$ cat config.mk
export PLATFORM = sky130hd
export DESIGN_NAME = exe_wb_scheduler_flat
export DESIGN_NICKNAME = d
export VERILOG_FILES = /design/src/rtl/exe_wb_scheduler_pkg.sv /design/src/rtl/exe_wb_scheduler_if.sv /design/src/rtl/exe_wb_scheduler_fifo.sv /design/src/rtl/exe_wb_scheduler.sv /design/src/flat_wrapper.sv
export SDC_FILE = /design/constraint.sdc
export NUM_CORES = 2
export LEC_CHECK = 0
export CAP_MARGIN = 5
export CORE_UTILIZATION = 45
export DETAILED_ROUTE_END_ITERATION = 7
export DONT_BUFFER_PORTS = 1
export SLEW_MARGIN = 30
export SYNTH_ARGS = -nofsm -noshare
export SYNTH_HDL_FRONTEND = slang
export SYNTH_SLANG_ARGS = --single-unit
$ cat constraint.sdc
create_clock -name clk_i -period 75 [get_ports clk_i]
set_input_delay 7.5 -clock clk_i [delete_from_list [all_inputs] [get_ports clk_i]]
set_output_delay 7.5 -clock clk_i [all_outputs]
set_load 0.02 [all_outputs]
$ cat src/rtl/exe_wb_scheduler_pkg.sv
// exe_wb_scheduler_pkg: shared constants, queue entry type and age helper.
// Optional feature macro: EXE_WB_AGE_PRIO_EN (age-priority scheduling).
package exe_wb_scheduler_pkg;

    localparam int NUM_FU       = 6;
    localparam int NUM_CDB      = 2;
    localparam int WB_Q_DEPTH   = 4;
    localparam int ROB_ENTRY    = 16;
    localparam int ROB_TAG_W    = $clog2(ROB_ENTRY);
    localparam int ROB_WB_WIDTH = 16;
    localparam int REG_WB_WIDTH = 12;
    localparam int CDB_WIDTH    = 8;

    // rob_dest is the top ROB_TAG_W bits of the ROB payload
    typedef struct packed {
        logic [ROB_WB_WIDTH-1:0] rob_wb;
        logic [REG_WB_WIDTH-1:0] reg_wb;
    } wb_entry_t;

    // Distance of a ROB tag from the ROB head; ROB_ENTRY is a power of two
    function automatic logic [ROB_TAG_W-1:0] rob_age(
        input logic [ROB_TAG_W-1:0] tag,
        input logic [ROB_TAG_W-1:0] head
    );
        return tag - head;
    endfunction

endpackage

$ cat src/rtl/exe_wb_scheduler_if.sv
// exe_wb_scheduler_if: FU result inputs, per-FU ready and writeback ports.
// Optional feature macro: EXE_WB_AGE_PRIO_EN (no signals added here).
interface exe_wb_scheduler_if #(
    parameter int NUM_FU_P  = exe_wb_scheduler_pkg::NUM_FU,
    parameter int NUM_CDB_P = exe_wb_scheduler_pkg::NUM_CDB
);
    import exe_wb_scheduler_pkg::*;

    logic [NUM_FU_P-1:0]                    fu_v_i;
    logic [NUM_FU_P-1:0][ROB_WB_WIDTH-1:0]  fu_rob_i;
    logic [NUM_FU_P-1:0][REG_WB_WIDTH-1:0]  fu_reg_i;
    logic [NUM_FU_P-1:0]                    fu_ready_o;
    logic [NUM_CDB_P-1:0]                   cdb_v_o;
    logic [NUM_CDB_P-1:0][CDB_WIDTH-1:0]    cdb_o;
    logic [NUM_CDB_P-1:0][ROB_WB_WIDTH-1:0] exe_rob_o;
    logic [NUM_CDB_P-1:0][REG_WB_WIDTH-1:0] exe_reg_o;

    modport master (
        output fu_v_i, fu_rob_i, fu_reg_i,
        input  fu_ready_o, cdb_v_o, cdb_o, exe_rob_o, exe_reg_o
    );

    modport slave (
        input  fu_v_i, fu_rob_i, fu_reg_i,
        output fu_ready_o, cdb_v_o, cdb_o, exe_rob_o, exe_reg_o
    );

endinterface

$ cat src/rtl/exe_wb_scheduler_fifo.sv
// wb_result_fifo: single-FU writeback queue with push, pop, flush and count.
// Optional feature macro: EXE_WB_AGE_PRIO_EN (not used in this file).
module wb_result_fifo
    import exe_wb_scheduler_pkg::*;
#(
    parameter int DEPTH_P = WB_Q_DEPTH
) (
    input  logic                   clk_i,
    input  logic                   reset_i,
    input  logic                   flush_i,
    input  logic                   push_i,
    input  logic                   pop_i,
    input  wb_entry_t              wdata_i,
    output wb_entry_t              rdata_o,
    output logic                   full_o,
    output logic                   empty_o,
    output logic [$clog2(DEPTH_P):0] count_o
);
    localparam int PTR_W = $clog2(DEPTH_P);

    wb_entry_t        mem_q [DEPTH_P];
    wb_entry_t        mem_d [DEPTH_P];
    logic [PTR_W-1:0] rd_ptr_q, rd_ptr_d;
    logic [PTR_W-1:0] wr_ptr_q, wr_ptr_d;
    logic [PTR_W:0]   count_q, count_d;
    logic             do_push, do_pop;

    assign full_o  = (count_q == (PTR_W+1)'(DEPTH_P));
    assign empty_o = (count_q == '0);
    assign count_o = count_q;
    assign rdata_o = mem_q[rd_ptr_q];
    assign do_push = push_i & ~full_o;
    assign do_pop  = pop_i & ~empty_o;

    // Pointer, count and storage update; flush discards everything
    always_comb begin
        mem_d    = mem_q;
        rd_ptr_d = rd_ptr_q;
        wr_ptr_d = wr_ptr_q;
        count_d  = count_q;
        if (flush_i) begin
            rd_ptr_d = '0;
            wr_ptr_d = '0;
            count_d  = '0;
        end else begin
            if (do_push) begin
                mem_d[wr_ptr_q] = wdata_i;
                wr_ptr_d = wr_ptr_q + PTR_W'(1);
            end
            if (do_pop) begin
                rd_ptr_d = rd_ptr_q + PTR_W'(1);
            end
            unique case ({do_push, do_pop})
                2'b10:   count_d = count_q + (PTR_W+1)'(1);
                2'b01:   count_d = count_q - (PTR_W+1)'(1);
                default: count_d = count_q;
            endcase
        end
    end

    // Queue state registers
    always_ff @(posedge clk_i or posedge reset_i) begin
        if (reset_i) begin
            rd_ptr_q <= '0;
            wr_ptr_q <= '0;
            count_q  <= '0;
            for (int i = 0; i < DEPTH_P; i++) begin
                mem_q[i] <= '0;
            end
        end else begin
            rd_ptr_q <= rd_ptr_d;
            wr_ptr_q <= wr_ptr_d;
            count_q  <= count_d;
            mem_q    <= mem_d;
        end
    end

endmodule

$ cat src/rtl/exe_wb_scheduler.sv
// exe_wb_scheduler: per-FU result queues scheduled onto NUM_CDB_P wb ports.
// Optional feature macro: EXE_WB_AGE_PRIO_EN (oldest-first instead of RR).
module exe_wb_scheduler
    import exe_wb_scheduler_pkg::*;
#(
    parameter int NUM_FU_P  = NUM_FU,
    parameter int NUM_CDB_P = NUM_CDB,
    parameter int Q_DEPTH_P = WB_Q_DEPTH
) (
    input  logic clk_i,
    input  logic reset_i,
    exe_wb_scheduler_if.slave wb,
    input  logic mispredict_i
`ifdef EXE_WB_AGE_PRIO_EN
    ,
    input  logic [ROB_TAG_W-1:0] rob_head_i
`endif
);
    localparam int FU_W  = (NUM_FU_P > 1) ? $clog2(NUM_FU_P) : 1;
    localparam int CNT_W = $clog2(Q_DEPTH_P) + 1;

    wb_entry_t            head [NUM_FU_P];
    logic [CNT_W-1:0]     count [NUM_FU_P];
    logic [NUM_FU_P-1:0]  empty, full, push, grant, ready;
    logic [NUM_CDB_P-1:0] sel_v, out_v_q, out_v_d;
    logic [FU_W-1:0]      sel_idx [NUM_CDB_P];
    wb_entry_t            out_q [NUM_CDB_P];
    wb_entry_t            out_d [NUM_CDB_P];

    for (genvar g = 0; g < NUM_FU_P; g++) begin : g_fu
        wb_entry_t wdata;
        assign wdata    = {wb.fu_rob_i[g], wb.fu_reg_i[g]};
        assign ready[g] = (count[g] < CNT_W'(Q_DEPTH_P));
        assign push[g]  = wb.fu_v_i[g] & ready[g] & ~mispredict_i;

        wb_result_fifo #(
            .DEPTH_P (Q_DEPTH_P)
        ) u_fifo (
            .clk_i   (clk_i),
            .reset_i (reset_i),
            .flush_i (mispredict_i),
            .push_i  (push[g]),
            .pop_i   (grant[g]),
            .wdata_i (wdata),
            .rdata_o (head[g]),
            .full_o  (full[g]),
            .empty_o (empty[g]),
            .count_o (count[g])
        );
    end

`ifndef EXE_WB_AGE_PRIO_EN
    localparam int PK_W = (NUM_CDB_P > 1) ? $clog2(NUM_CDB_P) : 1;

    logic [FU_W-1:0] rr_ptr_q, rr_ptr_d;

    // Round-robin: first NUM_CDB_P non-empty queues scanning from rr_ptr_q
    always_comb begin
        int              picks;
        int              idx;
        logic [FU_W-1:0] fu;
        logic [PK_W-1:0] pk;
        picks    = 0;
        idx      = 0;
        fu       = '0;
        pk       = '0;
        grant    = '0;
        sel_v    = '0;
        rr_ptr_d = rr_ptr_q;
        for (int k = 0; k < NUM_CDB_P; k++) begin
            sel_idx[k] = '0;
        end
        for (int off = 0; off < NUM_FU_P; off++) begin
            idx = int'(rr_ptr_q) + off;
            if (idx >= NUM_FU_P) begin
                idx = idx - NUM_FU_P;
            end
            fu = FU_W'(idx);
            pk = PK_W'(picks);
            if (!empty[fu] && picks < NUM_CDB_P) begin
                grant[fu]   = 1'b1;
                sel_v[pk]   = 1'b1;
                sel_idx[pk] = fu;
                picks       = picks + 1;
                rr_ptr_d    = (idx == NUM_FU_P - 1) ? '0 : FU_W'(idx + 1);
            end
        end
        if (mispredict_i) begin
            grant    = '0;
            sel_v    = '0;
            rr_ptr_d = '0;
        end
    end

    // Round-robin pointer register
    always_ff @(posedge clk_i or posedge reset_i) begin
        if (reset_i) begin
            rr_ptr_q <= '0;
        end else begin
            rr_ptr_q <= rr_ptr_d;
        end
    end
`else
    logic [ROB_TAG_W-1:0] age [NUM_FU_P];

    // Distance of each queue head's rob_dest from the ROB head
    always_comb begin
        for (int i = 0; i < NUM_FU_P; i++) begin
            age[i] = rob_age(head[i].rob_wb[ROB_WB_WIDTH-1 -: ROB_TAG_W],
                             rob_head_i);
        end
    end

    // Oldest heads first onto the lowest ports, ties to the lower FU
    always_comb begin
        logic                 best_v;
        logic [FU_W-1:0]      best_idx;
        logic [ROB_TAG_W-1:0] best_age;
        best_v   = 1'b0;
        best_idx = '0;
        best_age = '0;
        grant    = '0;
        sel_v    = '0;
        for (int k = 0; k < NUM_CDB_P; k++) begin
            sel_idx[k] = '0;
        end
        for (int k = 0; k < NUM_CDB_P; k++) begin
            best_v   = 1'b0;
            best_idx = '0;
            best_age = '0;
            for (int i = 0; i < NUM_FU_P; i++) begin
                if (!empty[i] && !grant[i] &&
                    (!best_v || age[i] < best_age)) begin
                    best_v   = 1'b1;
                    best_idx = FU_W'(i);
                    best_age = age[i];
                end
            end
            if (best_v) begin
                grant[best_idx] = 1'b1;
                sel_v[k]        = 1'b1;
                sel_idx[k]      = best_idx;
            end
        end
        if (mispredict_i) begin
            grant = '0;
            sel_v = '0;
        end
    end
`endif

    // Granted heads load the port registers; idle ports load zero
    always_comb begin
        out_v_d = sel_v;
        for (int k = 0; k < NUM_CDB_P; k++) begin
            out_d[k] = sel_v[k] ? head[sel_idx[k]] : '0;
        end
    end

    // Writeback port registers
    always_ff @(posedge clk_i or posedge reset_i) begin
        if (reset_i) begin
            out_v_q <= '0;
            for (int k = 0; k < NUM_CDB_P; k++) begin
                out_q[k] <= '0;
            end
        end else begin
            out_v_q <= out_v_d;
            out_q   <= out_d;
        end
    end

    assign wb.fu_ready_o = ready;
    assign wb.cdb_v_o    = out_v_q;

    for (genvar k = 0; k < NUM_CDB_P; k++) begin : g_port
        assign wb.exe_rob_o[k] = out_q[k].rob_wb;
        assign wb.exe_reg_o[k] = out_q[k].reg_wb;
        assign wb.cdb_o[k]     = out_q[k].rob_wb[ROB_WB_WIDTH-1 -: CDB_WIDTH];
    end

    // A result offered to a full queue is dropped by the hardware
    assert property (@(posedge clk_i) disable iff (reset_i)
        (wb.fu_v_i & full) == '0);

endmodule

$ cat src/flat_wrapper.sv
// flat-port wrapper written by rule: the top's interface ports become plain ports
module exe_wb_scheduler_flat import exe_wb_scheduler_pkg::*;
#(
    parameter int NUM_FU_P  = NUM_FU,
    parameter int NUM_CDB_P = NUM_CDB,
    parameter int Q_DEPTH_P = WB_Q_DEPTH
)
  (clk_i, reset_i, mispredict_i, wb_fu_v_i, wb_fu_rob_i, wb_fu_reg_i, wb_fu_ready_o, wb_cdb_v_o, wb_cdb_o, wb_exe_rob_o, wb_exe_reg_o);
  exe_wb_scheduler_if #(.NUM_FU_P(NUM_FU_P), .NUM_CDB_P(NUM_CDB_P)) wb_i ();
  input  logic clk_i;
  input  logic reset_i;
  input  logic mispredict_i;
  input wire logic [$bits(wb_i.fu_v_i)-1:0] wb_fu_v_i;
  input wire logic [$bits(wb_i.fu_rob_i)-1:0] wb_fu_rob_i;
  input wire logic [$bits(wb_i.fu_reg_i)-1:0] wb_fu_reg_i;
  output wire logic [$bits(wb_i.fu_ready_o)-1:0] wb_fu_ready_o;
  output wire logic [$bits(wb_i.cdb_v_o)-1:0] wb_cdb_v_o;
  output wire logic [$bits(wb_i.cdb_o)-1:0] wb_cdb_o;
  output wire logic [$bits(wb_i.exe_rob_o)-1:0] wb_exe_rob_o;
  output wire logic [$bits(wb_i.exe_reg_o)-1:0] wb_exe_reg_o;
  assign wb_i.fu_v_i = wb_fu_v_i;
  assign wb_i.fu_rob_i = wb_fu_rob_i;
  assign wb_i.fu_reg_i = wb_fu_reg_i;
  assign wb_fu_ready_o = wb_i.fu_ready_o;
  assign wb_cdb_v_o = wb_i.cdb_v_o;
  assign wb_cdb_o = wb_i.cdb_o;
  assign wb_exe_rob_o = wb_i.exe_rob_o;
  assign wb_exe_reg_o = wb_i.exe_reg_o;
  exe_wb_scheduler #(.NUM_FU_P(NUM_FU_P), .NUM_CDB_P(NUM_CDB_P), .Q_DEPTH_P(Q_DEPTH_P)) u_core (.clk_i(clk_i), .reset_i(reset_i), .wb(wb_i), .mispredict_i(mispredict_i));
endmodule
==> reports/results.tsv <==
stage	metric	value	unit
logic_synthesis	syn_area	38500	µm²
floorplanning	die_h	295	µm
setup_path	cp-start-kind	flip-flop	
floorplanning	rows	106	
cts	cts_resized	0	
timing	slew_headroom	35.3	%
timing	finalMaxSlewViolations	0	
cts	cts_made_buffers	87	
logic_synthesis	syn-num-nets	2923	
route	drt_iter0_markers	1440	
status	status	finished, final reports clean	
setup_path	end_kind	flip-flop	
route	dr_wl_met3	9440	µm
route	wl_met1	46100	µm
logic_synthesis	ys_seq_elements	775	
logic_synthesis	synth.avg_cell_area	14.4	µm²
global_routing	antenna_found_initial	5	
logic_synthesis	synth_ff_type	dfrtp_1	
floorplanning	io_pins	257	
timing	finalCritPeriodShare	12.1	%
timing	worst_slew_pin_slew	0.961	ns
route	ant_nets	0	
logic_synthesis	synth_top_family_by_area	multiplexers	
route	wirelength	107000	µm
floorplanning	fp.dieW	295	µm
cts	clkTransAtPathRegs	0.06	ns
floorplanning	core	84200	µm²
finish	final_nets	2873	
route	wl_per_cell	27.9	µm
placed_design	gp_congestion	0.881	
logic_synthesis	syn_inst	2680	
finish	layout-drive-gt1-share	43.5	%
logic_synthesis	synth_fa_ha_area_share	2.26	%
job	max_cap_violations	0	
floorplanning	die_area	86800	µm²
logic_synthesis	synth-simple-area-share	3.40	%
cts	cts_tree	yes	
route	drc_errors	0	
setup_path	cp_data_required_time	75.53	ns
global_routing	grt_pass1_wl	162000	µm
floorplanning	start_util	45.8	%
placed_design	hpwl	76400	µm
placed_design	port_buffers	0	
route	drt_first_pass_iters	5	
cts	htreeDepth	3	
cts	clockRootBuffer	clkbuf_16	
route	dr.max_layer_used	met5	
cts	cts_setup_buffers	0	
global_routing	track_usage	25.1	%
logic_synthesis	ys_seq_area_share	50.3	%
global_routing	grt_pass1_vias	24586	
global_routing	overflow	0	
finish	syn2layout_area_growth	10.5	%
cts	postCtsHoldBufs	0	
logic_synthesis	async_reset_ff_share	100	%
finish	nFillCells	6993	
cts	clkLatencyLatePin	0.64	ns
cts	cts.sinks	775	
route	route.vias.total	22933	
cts	cts_buffer_depth	3	
worst_hold_path	hold_path.class	reg -> reg	
finish	utilization	50.6	%
setup_path	critPathKind	reg -> reg	
timing	period_needed	9.08	ns
logic_synthesis	yosysWarningCount	0	
global_routing	grt_max_degree	163	
timing	fin_setup_tns	0	ns
setup_path	arrival	9.61	ns
timing	hold_violations	0	
logic_synthesis	synth_compound_gate_area_share	4.87	%
timing	max_clock_freq	0.110	GHz
route	wl_met2	47800	µm
timing	rsz0062_at_grt	false	
timing	setup_violations	0	
route	via_per_inst	5.97	
timing	skew	0.0255	ns
setup_path	cp_max_fo	57	
logic_synthesis	synthXorXnorAreaFrac	0.792	%
logic_synthesis	synth_cell_types	92	
logic_synthesis	muxShareOfSynthArea	35.4	%
logic_synthesis	synth_edf_count	0	
## final cells by class
type / instances / area [µm²] / area share (%)
inverters: 55 / 214 / 0.502
clock inverters: 27 / 335 / 0.787
flip-flops and latches: 775 / 19400 / 45.6
clock buffers: 136 / 2690 / 6.30
multi-input cells: 1657 / 18100 / 42.4
repair buffers: 54 / 465 / 1.09
well taps: 1134 / 1420 / 3.33
diodes: 1 / 2.50 / 0.00588
## final timing paths
path	endpoint	slack (ns)	startpoint	depth (start not counted)
setup / recovery	u_core.wb.exe_rob_o[3]	65.92	u_core.rr_ptr_q[0]	26
hold / removal	u_core.g_fu[5].u_fifo.mem_q[38]	0.50	u_core.g_fu[5].u_fifo.mem_q[38]	1
setup reg to reg	u_core.wb.exe_rob_o[3]	65.92	u_core.rr_ptr_q[0]	26
hold reg to reg	u_core.g_fu[5].u_fifo.mem_q[38]	0.50	u_core.g_fu[5].u_fifo.mem_q[38]	1
max in group asynchronous	u_core.g_fu[0].u_fifo.mem_q[18]	66.00	reset_i	4
min in group asynchronous	u_core.g_fu[5].u_fifo.mem_q[36]	6.77	reset_i	1
## metal layers
metal / global-route usage (%) / vias to the layer above
met1: 34.2 / 12264
met3: 8.36 / 155
li1: - / 9875
met2: 37.4 / 635
met5: 0 / -
met4: 8.68 / 4
## synth_stat cells, types with 21 or more instances
| library cell | number | area (µm²) |
|---|---|---|
| mux4_2 | 169 | 3810 |
| mux2_2 | 751 | 8460 |
| clkbuf_1 | 99 | 372 |
| nand2_1 | 54 | 203 |
| a21oi_1 | 34 | 170 |
| o31ai_1 | 29 | 218 |
| nor2_1 | 68 | 255 |
| buf_2 | 31 | 155 |
| mux2i_1 | 126 | 1260 |
| buf_1 | 31 | 116 |
| and3_1 | 23 | 144 |
| nor3_1 | 21 | 105 |
| buf_4 | 25 | 188 |
| ha_1 | 60 | 751 |
| nand3_1 | 21 | 105 |
| inv_1 | 52 | 195 |
| dfrtp_1 | 775 | 19400 |
| o21ai_0 | 31 | 155 |
| a22oi_1 | 33 | 248 |
## registers in the layout, summed over array words and instances, names as in the netlist
name / flops
u_core.wb.exe_reg_o: 24
u_core.wb.cdb_o: 16
u_core.wb.exe_rob_o: 16
u_core.rr_ptr_q: 3
u_core.g_fu.u_fifo.wr_ptr_q: 12
u_core.wb.cdb_v_o: 2
u_core.g_fu.u_fifo.rd_ptr_q: 12
u_core.g_fu.u_fifo.mem_q: 672
u_core.g_fu.u_fifo.count_o: 18
## layout by cell type, fill, tap and decap left out, drive strengths merged, types with 7 or more instances in the layout
| cell | Yosys | routed |
|---|---|---|
| dfrtp | 775 | 775 |
| mux2 | 762 | 762 |
| mux4 | 169 | 169 |
| clkbuf | 100 | 136 |
| mux2i | 126 | 126 |
| nor2 | 68 | 68 |
| ha | 60 | 60 |
| inv | 54 | 59 |
| nand2 | 54 | 54 |
| buf | 93 | 54 |
| o21ai | 38 | 38 |
| a21oi | 35 | 35 |
| a22oi | 34 | 34 |
| o22ai | 31 | 31 |
| o31ai | 30 | 30 |
| and3 | 23 | 23 |
| nor3 | 23 | 23 |
| nand3 | 23 | 23 |
| xnor2 | 21 | 21 |
| clkinv | 1 | 16 |
| nor4 | 14 | 14 |
| a31oi | 14 | 14 |
| and2 | 11 | 11 |
| a211oi | 11 | 11 |
| xor2 | 10 | 10 |
| nor2b | 9 | 9 |
| or3 | 8 | 8 |
| a21o | 7 | 7 |
## critical path, cell delays in order, from the launching register on
cell	delay [ns]
dfrtp_1	0.32
buf_4	0.42
inv_1	0.08
buf_4	0.24
ha_1	0.58
ha_1	0.33
a2bb2oi_2	0.22
nor4_1	0.50
a22oi_2	0.32
nand2_1	0.40
ha_1	0.53
nor2b_4	0.16
o31ai_4	0.36
nand2_1	0.14
ha_1	0.35
a21o_1	0.17
ha_1	0.27
or2_2	0.28
a221oi_1	0.48
nand3_4	0.31
a2bb2oi_1	0.26
o32ai_4	0.14
buf_4	0.63
nor2b_2	0.82
buf_4	0.38
a22oi_1	0.10
o31ai_1	0.11
## stage by stage
| step | std cells | setup WS (ns) | hold WS [ns] | cell area, µm² |
|---|---|---|---|---|
| 6_report | 3839 | 65.92 | 0.499 | 42600 |
| 5_1_grt | 3838 | 65.42 | 0.510 | 42600 |
| 4_1_cts | 3837 | 64.94 | 0.503 | 42500 |
| 3_5_place_dp | 3674 | 64.27 | 0.490 | 39500 |
| 3_3_place_gp | 3674 | 64.49 | 0.483 | 39500 |
| 2_1_floorplan | 2680 | 45.74 | 0.475 | 38500 |
## logic make-up (layout without fill, tap and decap cells)
family / Yosys count / after routing
buffers and inverters: 248 / 272
xor gates and xnor gates: 31 / 31
AOI/OAI and AO/OA: 247 / 247
and+or+nand+nor: 256 / 256
DFF: 775 / 775
muxes: 1057 / 1057
adders and majority gates: 66 / 66
other: 0 / 1
Power is not shown: default switching activity piles up to over one toggle a cycle in this logic, so the estimate is an artifact.
